$ cat config.mk
export PLATFORM = sky130hd
export DESIGN_NAME = i2c_bus_mon_flat
export DESIGN_NICKNAME = d
export VERILOG_FILES = /design/src/rtl/i2c_bus_mon_if.sv /design/src/rtl/i2c_bus_mon.sv /design/src/flat_wrapper.sv
export SDC_FILE = /design/constraint.sdc
export NUM_CORES = 1
export LEC_CHECK = 0
export CAP_MARGIN = 20
export CORE_MARGIN = 10
export CORE_UTILIZATION = 60
export CTS_CLUSTER_SIZE = 20
export DETAILED_ROUTE_END_ITERATION = 7
export PLACE_DENSITY = 0.95
export SETUP_SLACK_MARGIN = 0.05
export SLEW_MARGIN = 30
export SYNTH_ARGS = -nofsm -noshare
export SYNTH_HDL_FRONTEND = slang
export SYNTH_SLANG_ARGS = --single-unit
$ cat constraint.sdc
create_clock -name clk -period 6.6 [get_ports clk]
set_input_delay 1.98 -clock clk [delete_from_list [all_inputs] [get_ports clk]]
set_output_delay 1.98 -clock clk [all_outputs]
set_load 0.02 [all_outputs]
$ cat src/rtl/i2c_bus_mon_if.sv
// Signal bundle for the I2C bus-line monitor: raw pads and runtime
// configuration towards the monitor, filtered levels and event strobes back.
interface i2c_bus_mon_if #(
    parameter int unsigned DB_W  = 14,
    parameter int unsigned CNT_W = 32
);
    logic             scl_pad_i;
    logic             sda_pad_i;
    logic [DB_W-1:0]  debounce_cnt;
    logic [CNT_W-1:0] tidle;
    logic [CNT_W-1:0] ttimeout;
    logic             gauge_en;

    logic             scl_f;
    logic             sda_f;
    logic             scl_rising;
    logic             scl_falling;
    logic             sta_det;
    logic             sto_det;
    logic             busy;
    logic             idle_det;
    logic [CNT_W-1:0] thigh;
    logic [CNT_W-1:0] tlow;
    logic             thigh_vld;
    logic             tlow_vld;
    logic             timeout;

    modport master (
        output scl_pad_i, sda_pad_i, debounce_cnt, tidle, ttimeout, gauge_en,
        input  scl_f, sda_f, scl_rising, scl_falling, sta_det, sto_det, busy,
               idle_det, thigh, tlow, thigh_vld, tlow_vld, timeout
    );

    modport slave (
        input  scl_pad_i, sda_pad_i, debounce_cnt, tidle, ttimeout, gauge_en,
        output scl_f, sda_f, scl_rising, scl_falling, sta_det, sto_det, busy,
               idle_det, thigh, tlow, thigh_vld, tlow_vld, timeout
    );
endinterface

$ cat src/rtl/i2c_bus_mon.sv
// I2C bus-line front end: synchronise and debounce SCL/SDA, then derive edge,
// START/STOP, busy, idle, SCL period gauge and SCL-low timeout indications.
module i2c_bus_mon #(
    parameter int unsigned SYNC_STAGES = 2,
    parameter int unsigned DB_W        = 14,
    parameter int unsigned CNT_W       = 32
) (
    input  logic         clk,
    input  logic         rstn,
    i2c_bus_mon_if.slave bus
);
    // Line index 0 is SCL, index 1 is SDA.
    localparam int unsigned NL = 2;
    localparam logic [CNT_W-1:0] CNT_ONE = CNT_W'(1);

    logic [NL-1:0][SYNC_STAGES-1:0] sync_q;
    logic [NL-1:0]                  line_s;
    logic [NL-1:0][DB_W-1:0]        db_cnt_q, db_cnt_d;
    logic [NL-1:0]                  line_f_q, line_f_d;

    logic             scl_rise_q, scl_rise_d;
    logic             scl_fall_q, scl_fall_d;
    logic             sta_q, sta_d;
    logic             sto_q, sto_d;
    logic             busy_q, busy_d;
    logic [CNT_W-1:0] idle_cnt_q, idle_cnt_d;
    logic             idle_det_q, idle_det_d;
    logic [CNT_W-1:0] per_cnt_q, per_cnt_d;
    logic             armed_q, armed_d;
    logic [CNT_W-1:0] thigh_q, thigh_d;
    logic [CNT_W-1:0] tlow_q, tlow_d;
    logic             thigh_vld_q, thigh_vld_d;
    logic             tlow_vld_q, tlow_vld_d;
    logic [CNT_W-1:0] low_cnt_q, low_cnt_d;
    logic             timeout_q, timeout_d;

    logic scl_cur, scl_nxt, sda_cur, sda_nxt;

    function automatic logic [CNT_W-1:0] sat_inc(input logic [CNT_W-1:0] v);
        return (&v) ? v : v + CNT_ONE;
    endfunction

    // Pad synchronisers, idle-high so reset does not look like a bus event.
    always_ff @(posedge clk or negedge rstn) begin
        if (!rstn) begin
            sync_q <= '1;
        end else begin
            sync_q[0] <= {sync_q[0][SYNC_STAGES-2:0], bus.scl_pad_i};
            sync_q[1] <= {sync_q[1][SYNC_STAGES-2:0], bus.sda_pad_i};
        end
    end

    assign line_s = {sync_q[1][SYNC_STAGES-1], sync_q[0][SYNC_STAGES-1]};

    // Debounce: accept a new level only after it persisted debounce_cnt+1 cycles.
    always_comb begin
        line_f_d = line_f_q;
        db_cnt_d = '0;
        for (int l = 0; l < int'(NL); l++) begin
            if (line_s[l] != line_f_q[l]) begin
                if (db_cnt_q[l] >= bus.debounce_cnt) begin
                    line_f_d[l] = line_s[l];
                end else begin
                    db_cnt_d[l] = db_cnt_q[l] + DB_W'(1);
                end
            end
        end
    end

    // Event logic works on the level being registered (nxt) against the current one.
    always_comb begin
        scl_cur = line_f_q[0];
        scl_nxt = line_f_d[0];
        sda_cur = line_f_q[1];
        sda_nxt = line_f_d[1];

        scl_rise_d  = scl_nxt & ~scl_cur;
        scl_fall_d  = ~scl_nxt & scl_cur;
        sta_d       = scl_cur & scl_nxt & sda_cur & ~sda_nxt;
        sto_d       = scl_cur & scl_nxt & ~sda_cur & sda_nxt;

        idle_cnt_d  = '0;
        idle_det_d  = 1'b0;
        if (scl_nxt && sda_nxt) begin
            if ((bus.tidle != '0) && (idle_cnt_q == bus.tidle)) begin
                idle_cnt_d = idle_cnt_q;
            end else begin
                idle_cnt_d = sat_inc(idle_cnt_q);
                idle_det_d = (bus.tidle != '0) && (idle_cnt_d == bus.tidle);
            end
        end

        busy_d = sta_d | (busy_q & ~(sto_d | idle_det_d));

        // Gauge: a period is reported only when both bounding edges were seen enabled.
        per_cnt_d   = per_cnt_q;
        armed_d     = armed_q;
        thigh_d     = thigh_q;
        tlow_d      = tlow_q;
        thigh_vld_d = 1'b0;
        tlow_vld_d  = 1'b0;
        if (!bus.gauge_en) begin
            per_cnt_d = '0;
            armed_d   = 1'b0;
        end else if (scl_rise_d || scl_fall_d) begin
            per_cnt_d = CNT_ONE;
            armed_d   = 1'b1;
            if (armed_q) begin
                if (scl_fall_d) begin
                    thigh_d     = per_cnt_q;
                    thigh_vld_d = 1'b1;
                end else begin
                    tlow_d     = per_cnt_q;
                    tlow_vld_d = 1'b1;
                end
            end
        end else begin
            per_cnt_d = sat_inc(per_cnt_q);
        end

        low_cnt_d = '0;
        if (!scl_nxt) begin
            low_cnt_d = scl_cur ? CNT_ONE : sat_inc(low_cnt_q);
        end

        timeout_d = timeout_q;
        if ((bus.ttimeout == '0) || scl_rise_d) begin
            timeout_d = 1'b0;
        end else if (!scl_nxt && (low_cnt_d >= bus.ttimeout)) begin
            timeout_d = 1'b1;
        end
    end

    always_ff @(posedge clk or negedge rstn) begin
        if (!rstn) begin
            db_cnt_q    <= '0;
            line_f_q    <= '1;
            scl_rise_q  <= 1'b0;
            scl_fall_q  <= 1'b0;
            sta_q       <= 1'b0;
            sto_q       <= 1'b0;
            busy_q      <= 1'b0;
            idle_cnt_q  <= '0;
            idle_det_q  <= 1'b0;
            per_cnt_q   <= '0;
            armed_q     <= 1'b0;
            thigh_q     <= '0;
            tlow_q      <= '0;
            thigh_vld_q <= 1'b0;
            tlow_vld_q  <= 1'b0;
            low_cnt_q   <= '0;
            timeout_q   <= 1'b0;
        end else begin
            db_cnt_q    <= db_cnt_d;
            line_f_q    <= line_f_d;
            scl_rise_q  <= scl_rise_d;
            scl_fall_q  <= scl_fall_d;
            sta_q       <= sta_d;
            sto_q       <= sto_d;
            busy_q      <= busy_d;
            idle_cnt_q  <= idle_cnt_d;
            idle_det_q  <= idle_det_d;
            per_cnt_q   <= per_cnt_d;
            armed_q     <= armed_d;
            thigh_q     <= thigh_d;
            tlow_q      <= tlow_d;
            thigh_vld_q <= thigh_vld_d;
            tlow_vld_q  <= tlow_vld_d;
            low_cnt_q   <= low_cnt_d;
            timeout_q   <= timeout_d;
        end
    end

    assign bus.scl_f       = line_f_q[0];
    assign bus.sda_f       = line_f_q[1];
    assign bus.scl_rising  = scl_rise_q;
    assign bus.scl_falling = scl_fall_q;
    assign bus.sta_det     = sta_q;
    assign bus.sto_det     = sto_q;
    assign bus.busy        = busy_q;
    assign bus.idle_det    = idle_det_q;
    assign bus.thigh       = thigh_q;
    assign bus.tlow        = tlow_q;
    assign bus.thigh_vld   = thigh_vld_q;
    assign bus.tlow_vld    = tlow_vld_q;
    assign bus.timeout     = timeout_q;
endmodule

$ cat src/flat_wrapper.sv
// flat-port wrapper written by rule: the top's interface ports become plain ports
module i2c_bus_mon_flat 
#(
    parameter int unsigned SYNC_STAGES = 2,
    parameter int unsigned DB_W        = 14,
    parameter int unsigned CNT_W       = 32
)
  (clk, rstn, bus_scl_pad_i, bus_sda_pad_i, bus_debounce_cnt, bus_tidle, bus_ttimeout, bus_gauge_en, bus_scl_f, bus_sda_f, bus_scl_rising, bus_scl_falling, bus_sta_det, bus_sto_det, bus_busy, bus_idle_det, bus_thigh, bus_tlow, bus_thigh_vld, bus_tlow_vld, bus_timeout);
  i2c_bus_mon_if #(.DB_W(DB_W), .CNT_W(CNT_W)) bus_i ();
  input  logic clk;
  input  logic rstn;
  input wire logic [$bits(bus_i.scl_pad_i)-1:0] bus_scl_pad_i;
  input wire logic [$bits(bus_i.sda_pad_i)-1:0] bus_sda_pad_i;
  input wire logic [$bits(bus_i.debounce_cnt)-1:0] bus_debounce_cnt;
  input wire logic [$bits(bus_i.tidle)-1:0] bus_tidle;
  input wire logic [$bits(bus_i.ttimeout)-1:0] bus_ttimeout;
  input wire logic [$bits(bus_i.gauge_en)-1:0] bus_gauge_en;
  output wire logic [$bits(bus_i.scl_f)-1:0] bus_scl_f;
  output wire logic [$bits(bus_i.sda_f)-1:0] bus_sda_f;
  output wire logic [$bits(bus_i.scl_rising)-1:0] bus_scl_rising;
  output wire logic [$bits(bus_i.scl_falling)-1:0] bus_scl_falling;
  output wire logic [$bits(bus_i.sta_det)-1:0] bus_sta_det;
  output wire logic [$bits(bus_i.sto_det)-1:0] bus_sto_det;
  output wire logic [$bits(bus_i.busy)-1:0] bus_busy;
  output wire logic [$bits(bus_i.idle_det)-1:0] bus_idle_det;
  output wire logic [$bits(bus_i.thigh)-1:0] bus_thigh;
  output wire logic [$bits(bus_i.tlow)-1:0] bus_tlow;
  output wire logic [$bits(bus_i.thigh_vld)-1:0] bus_thigh_vld;
  output wire logic [$bits(bus_i.tlow_vld)-1:0] bus_tlow_vld;
  output wire logic [$bits(bus_i.timeout)-1:0] bus_timeout;
  assign bus_i.scl_pad_i = bus_scl_pad_i;
  assign bus_i.sda_pad_i = bus_sda_pad_i;
  assign bus_i.debounce_cnt = bus_debounce_cnt;
  assign bus_i.tidle = bus_tidle;
  assign bus_i.ttimeout = bus_ttimeout;
  assign bus_i.gauge_en = bus_gauge_en;
  assign bus_scl_f = bus_i.scl_f;
  assign bus_sda_f = bus_i.sda_f;
  assign bus_scl_rising = bus_i.scl_rising;
  assign bus_scl_falling = bus_i.scl_falling;
  assign bus_sta_det = bus_i.sta_det;
  assign bus_sto_det = bus_i.sto_det;
  assign bus_busy = bus_i.busy;
  assign bus_idle_det = bus_i.idle_det;
  assign bus_thigh = bus_i.thigh;
  assign bus_tlow = bus_i.tlow;
  assign bus_thigh_vld = bus_i.thigh_vld;
  assign bus_tlow_vld = bus_i.tlow_vld;
  assign bus_timeout = bus_i.timeout;
  i2c_bus_mon #(.SYNC_STAGES(SYNC_STAGES), .DB_W(DB_W), .CNT_W(CNT_W)) u_core (.clk(clk), .rstn(rstn), .bus(bus_i));
endmodule
======== Word level (Yosys, flattened, before mapping) ========
Index checks and enable logic that the tools add are counted.
cells by class
  muxes and demuxes ....................... 31
  add/subtract/negate cells ............... 5
  reduce and logical (&&, ||, !) cells .... 15
  equal/unequal tests ..................... 7
  $lt $le $gt $ge ......................... 3
  bitwise logic cells ..................... 16
operator list
  cell                                            count
  2-to-1 mux 32 bit                               9
  adder 32 x 1 -> 32 bit (second input constant)  3
  AND reduction 32 bit                            3
  equality test 32 bit                            2
  2-to-1 mux 14 bit                               4
  >= comparator 32 bit                            1
  zero test 32 bit                                1
  nonzero test 32 bit                             1
  adder 14 x 1 -> 14 bit (second input constant)  2
  >= comparator 14 bit                            2
  2-to-1 mux 1 bit                                18
  bitwise AND 1 bit                               8
  AND reduction 4 bit                             2
  NOT 1 bit                                       6
  logical AND 1 bit                               4
  != test 3 x 2 -> 1 bit (second input constant)  1
  logical OR 1 bit                                2
  != test 1 bit                                   2
  != test 2 x 1 -> 1 bit (second input constant)  1
  != test 2 bit (second input constant)           1
  OR 1 bit                                        2
  nonzero test 2 bit                              1
  zero test 1 bit                                 1
storage, ports and cells
  output and inout port bits .............. 75
  register bits after elaboration ......... 204

======== Logic depth before layout (Yosys ltp) ========
  depth in word-level cells ............... 10
  depth in mapped cells ................... 20
  mapped depth without buffers ............ 20

======== Worst setup path after synthesis ========
Ideal clock, no wire load.
  path kind ............................... input-to-reg
  start point ............................. input port bus_debounce_cnt[7]
  end point ............................... register u_core.timeout_q, in the netlist u_core.bus.timeout
  slack ................................... 1203 ps
  data required time ...................... 6475 ps
  data arrival time ....................... 5272 ps
  stages .................................. 20
  setup time .............................. 125 ps
  path buffers ............................ 0
  path through ............................ inv_1 ha_1 a211o_1 a21oi_1 o21ai_0 a311o_1 nand2_1 o21ai_1 inv_1 o21ai_0 ha_1 nand2b_1 a21o_1 a21o_1 a21oi_1 o211ai_1 a221o_1 a211oi_1 or4_1 a2111oi_0
on the way
  longest elaborated chain between the ends .. 7
ends and longest elaborated chain
  what                          line                RTL
  start, declared               flat_wrapper.sv:14  input wire logic [$bits(bus_i.debounce_cnt)-1:0] bus_debounce_cnt;
  >= comparator 14 bit (*)      i2c_bus_mon.sv:61   if (db_cnt_q[l] >= bus.debounce_cnt) begin
  2-to-1 mux 1 bit (*)          i2c_bus_mon.sv:61
  2-to-1 mux 1 bit (*)          i2c_bus_mon.sv:60   if (line_s[l] != line_f_q[l]) begin
  net u_core.scl_nxt            i2c_bus_mon.sv:37   logic scl_cur, scl_nxt, sda_cur, sda_nxt;
  2-to-1 mux 32 bit             i2c_bus_mon.sv:122  if (!scl_nxt) begin
  >= comparator 32 bit          i2c_bus_mon.sv:129  end else if (!scl_nxt && (low_cnt_d >= bus.ttimeout)) begin
  logical AND 1 bit             i2c_bus_mon.sv:129
  nonzero test 2 bit (no line)  --
  end signal, assigned          i2c_bus_mon.sv:170  timeout_q <= timeout_d;
  end, declared                 i2c_bus_mon.sv:35   logic timeout_q, timeout_d;
Mark *: on every way through the listed nets, which the timed path passes. The rest lies on a longest branch.
A chain may end at the register's enable or synchronous reset.

======== Final worst setup path ========
  start point ............................. input port bus_debounce_cnt[7]
  end point ............................... register u_core.timeout_q, in the netlist u_core.bus.timeout
on the way
  longest elaborated chain between the ends .. 7
ends and longest elaborated chain
  what                          line                RTL
  >= comparator 14 bit          i2c_bus_mon.sv:61
  2-to-1 mux 1 bit              i2c_bus_mon.sv:61
  2-to-1 mux 1 bit              i2c_bus_mon.sv:60
  2-to-1 mux 32 bit             i2c_bus_mon.sv:122
  net u_core.low_cnt_d[5]       i2c_bus_mon.sv:34   logic [CNT_W-1:0] low_cnt_q, low_cnt_d;
  >= comparator 32 bit          i2c_bus_mon.sv:129
  logical AND 1 bit             i2c_bus_mon.sv:129
  nonzero test 2 bit (no line)  --
The timed path passes the listed nets, and every way through them passes these cells.

==> run summary <==
outcome = finished clean
Hold Startpoint = u_core.sync_q[0]$_DFF_PN1_
leak pwr = 6.60 nW
largest net degree at the start of global routing = 103
Synth Flop Type = dfrtp_1
fraction of layout cells with a size suffix above 1 = 7.16%
worst reg2reg path depth = 19
Hold WC Path Type = register to register
synthesized instance count = 1,302
syn_nets = 1,453
# fillers = 1,367
Area Overhead vs Synth = 21.2%
first-pass GRT wire length = 56.1 mm
Mean Syn Cell Area = 9.19 sq um
clock transition at the registers of the reported paths = 0.06 ns
Worst Setup End Kind = register
Placer Congestion = 0.980
Worst slew margin = 44.8%
DP Area = 13,800 sq um
max-cap viol count = 0
period utilization = 89.5%
Final #Nets = 1,603
Pwr Total = 2.70 mW
Total GRT Usage = 26.1%
WHS Path Cells = 0
Hold WS = 0.356 ns
setup TNS = 0 ns
clk root buf = clkbuf_16
crit path max fanout = 31
Synth area leaders = dfrtp_1 (41%), ha_1 (7.1%), xor2_1 (6.7%)
skew final = 0.0241 ns
Slew @ Worst Pin = 0.828 ns
Setup-failing EPs final = 0
min cycle time layout = 5.91 ns
CP startpoint kind = primary input
diodes inserted = 0
WS Path Type = primary input to register
Hold Fails Final Rpt = 0
I/O Pins = 158
Die Wd = 161 um
gr ovfl total = 0
post-CTS resize count = 0
max-slew violation count = 0
met1 Use GR = 32.1%
core area = 19,500 sq um
cell area power density = 186 nW/um^2
Synth area leader = dfrtp_1
fin area = 14,500 sq um
RR Endpoint = u_core.bus.timeout$_DFFE_PN0P_
GR peak layer = met2
worst skew pair latency = 0.52 ns
Synth top cells by count = dfrtp_1 (198), nor2_1 (170), nand2_1 (162)
YS warnings = 0
DRC Markers = 0
number of synthesized flops with an enable pin = 0
Initial DRC Count = 883
Async SR Flop Fraction = 100%
Setup Buffers After CTS = 0
HPWL Detailed = 25.7 mm
clk buf depth = 3
CTS H-tree lvls = 1
CTS Buf Count = 22
DIE AREA = 26,000 sq um
Initial Util = 61.3%
Max IR drop VDD = 0.210 mV
Synth cell types = 71
post-synth top area share = 41.4%
GR Util met2 = 44.9%
DIE HEIGHT = 161 um
DR vias = 10,500
Netlist Area Pre-Place = 12,000 sq um
TritonCTS clock tree = yes
vias in the first global route = 10,800
most frequent cell after synthesis = dfrtp_1
RSZ-0062 raised after global routing = no
num rows = 51
fmax = 0.169 GHz
Critical R2R Launch = u_core.low_cnt_q[16]$_DFF_PN0_
Seq cells post-synth = 204
sequential fraction of the synthesis area = 42.7%
Critical Path AT = 6.27 ns
Final Util = 74.3%
vias per inst = 6.04
DR pass1 iterations = 7
met3 Use GR = 5.64%
initial antenna violation count = 0
Required @ worst endpoint = 6.97 ns
Hold-fix buffers, CTS = 0
r2r setup slk = 1.77 ns
wire per inst = 20.1 um
final wirelength = 34.9 mm
# clock sinks = 204
# port buffers = 157
antenna-violating nets left = 0
worst hold endpoint = u_core.line_s[0]$_DFF_PN1_
## sequential cells by signal, indices dropped and copies added (netlist names), 2 cells and up
| name | flops |
|---|---|
| u_core.low_cnt_q | 32 |
| u_core.per_cnt_q | 32 |
| u_core.bus.thigh | 32 |
| u_core.sync_q | 2 |
| u_core.line_s | 2 |
| u_core.bus.tlow | 32 |
| u_core.db_cnt_q | 28 |
| u_core.idle_cnt_q | 32 |
| u_core.line_f_q | 2 |
## cell usage in the layout, fill, tap and decap left out, types with 12 or more instances in the layout
master / n
o21ai_0: 44
mux2_2: 33
nand2b_1: 12
xnor2_1: 54
and3_1: 21
inv_1: 72
nand2_1: 161
xor2_1: 91
dfrtp_1: 198
nand3_1: 51
nor3_1: 28
nor4_1: 32
nor2_1: 169
ha_1: 68
a21oi_1: 41
clkdlybuf4s50_1: 156
a21o_1: 13
nand4_1: 40
clkbuf_16: 22
and4_1: 12
or3_1: 21
## cell families (layout without fill, tap and decap cells)
kind of cell	after synthesis	count (layout)	synth area share, %
compound gates	151	151	8.12
xor+xnor	145	145	10.6
fa+ha+maj	68	68	7.11
buf+inv	111	276	3.68
flops	204	204	42.7
mux	39	39	3.61
simple gates	584	584	24.2
## routing by layer
| metal | vias up | wire length [um] |
|---|---|---|
| met3 | 77 | 2800 |
| met2 | 449 | 17300 |
| met5 | - | 0 |
| met1 | 5133 | 13800 |
| li1 | 4809 | - |
| met4 | 0 | 939 |
## through the flow
step	cells	worst slack [ns]
after global placement	1693	0.471
after detailed placement	1693	0.261
final	1732	0.694
after CTS	1732	0.773
after floorplan	1302	1.20
after global routing	1732	0.492
## worst max-delay path by stage
stage / from / depth (start not counted) / slack [ns] / to
final: bus_debounce_cnt[7] / 21 / 0.69 / u_core.bus.timeout$_DFFE_PN0P_
after global routing: bus_debounce_cnt[7] / 21 / 0.49 / u_core.bus.timeout$_DFFE_PN0P_
after CTS: bus_debounce_cnt[7] / 21 / 0.77 / u_core.bus.timeout$_DFFE_PN0P_
after detailed placement: bus_debounce_cnt[7] / 21 / 0.26 / u_core.bus.timeout$_DFFE_PN0P_
after global placement: bus_debounce_cnt[7] / 21 / 0.47 / u_core.bus.timeout$_DFFE_PN0P_
after floorplan: bus_debounce_cnt[7] / 20 / 1.20 / u_core.bus.timeout$_DFFE_PN0P_
## where the power goes
group	total [mW]	switching (mW)	internal (mW)	leakage [nW]
clock network	1.25	0.504	0.749	0.364
registers	1.27	0.00885	1.26	2.82
logic	0.177	0.0984	0.0789	3.41
total	2.70	0.612	2.09	6.60
## final cells by class
cell class                      instances  area (sq um)  share of cell area (%)
Multi-Input combinational cell        987          6420                    44.3
Clock buffer                           32           638                    4.40
Clock inverter                          7          96.3                   0.664
Inverter                               72           270                    1.86
Tap cell                              265           332                    2.29
Timing Repair Buffer                  165          1640                    11.3
Sequential cell                       204          5110                    35.2
## worst max-delay path, stage by stage
cell	delay, ns
clkdlybuf4s50_1	0.45
inv_1	0.06
ha_1	0.31
a211o_1	0.31
a21oi_1	0.14
o21ai_0	0.15
a311o_1	0.37
nand2_1	0.09
nand2_1	0.06
buf_4	0.23
nor2_1	0.20
ha_1	0.27
a21o_1	0.19
a21oi_1	0.16
nor2b_1	0.07
o21ai_0	0.24
o211ai_1	0.14
a221o_1	0.31
a211oi_1	0.29
or4_1	0.16
a2111oi_0	0.08
No activity file was read; power rests on OpenSTA's default activity.
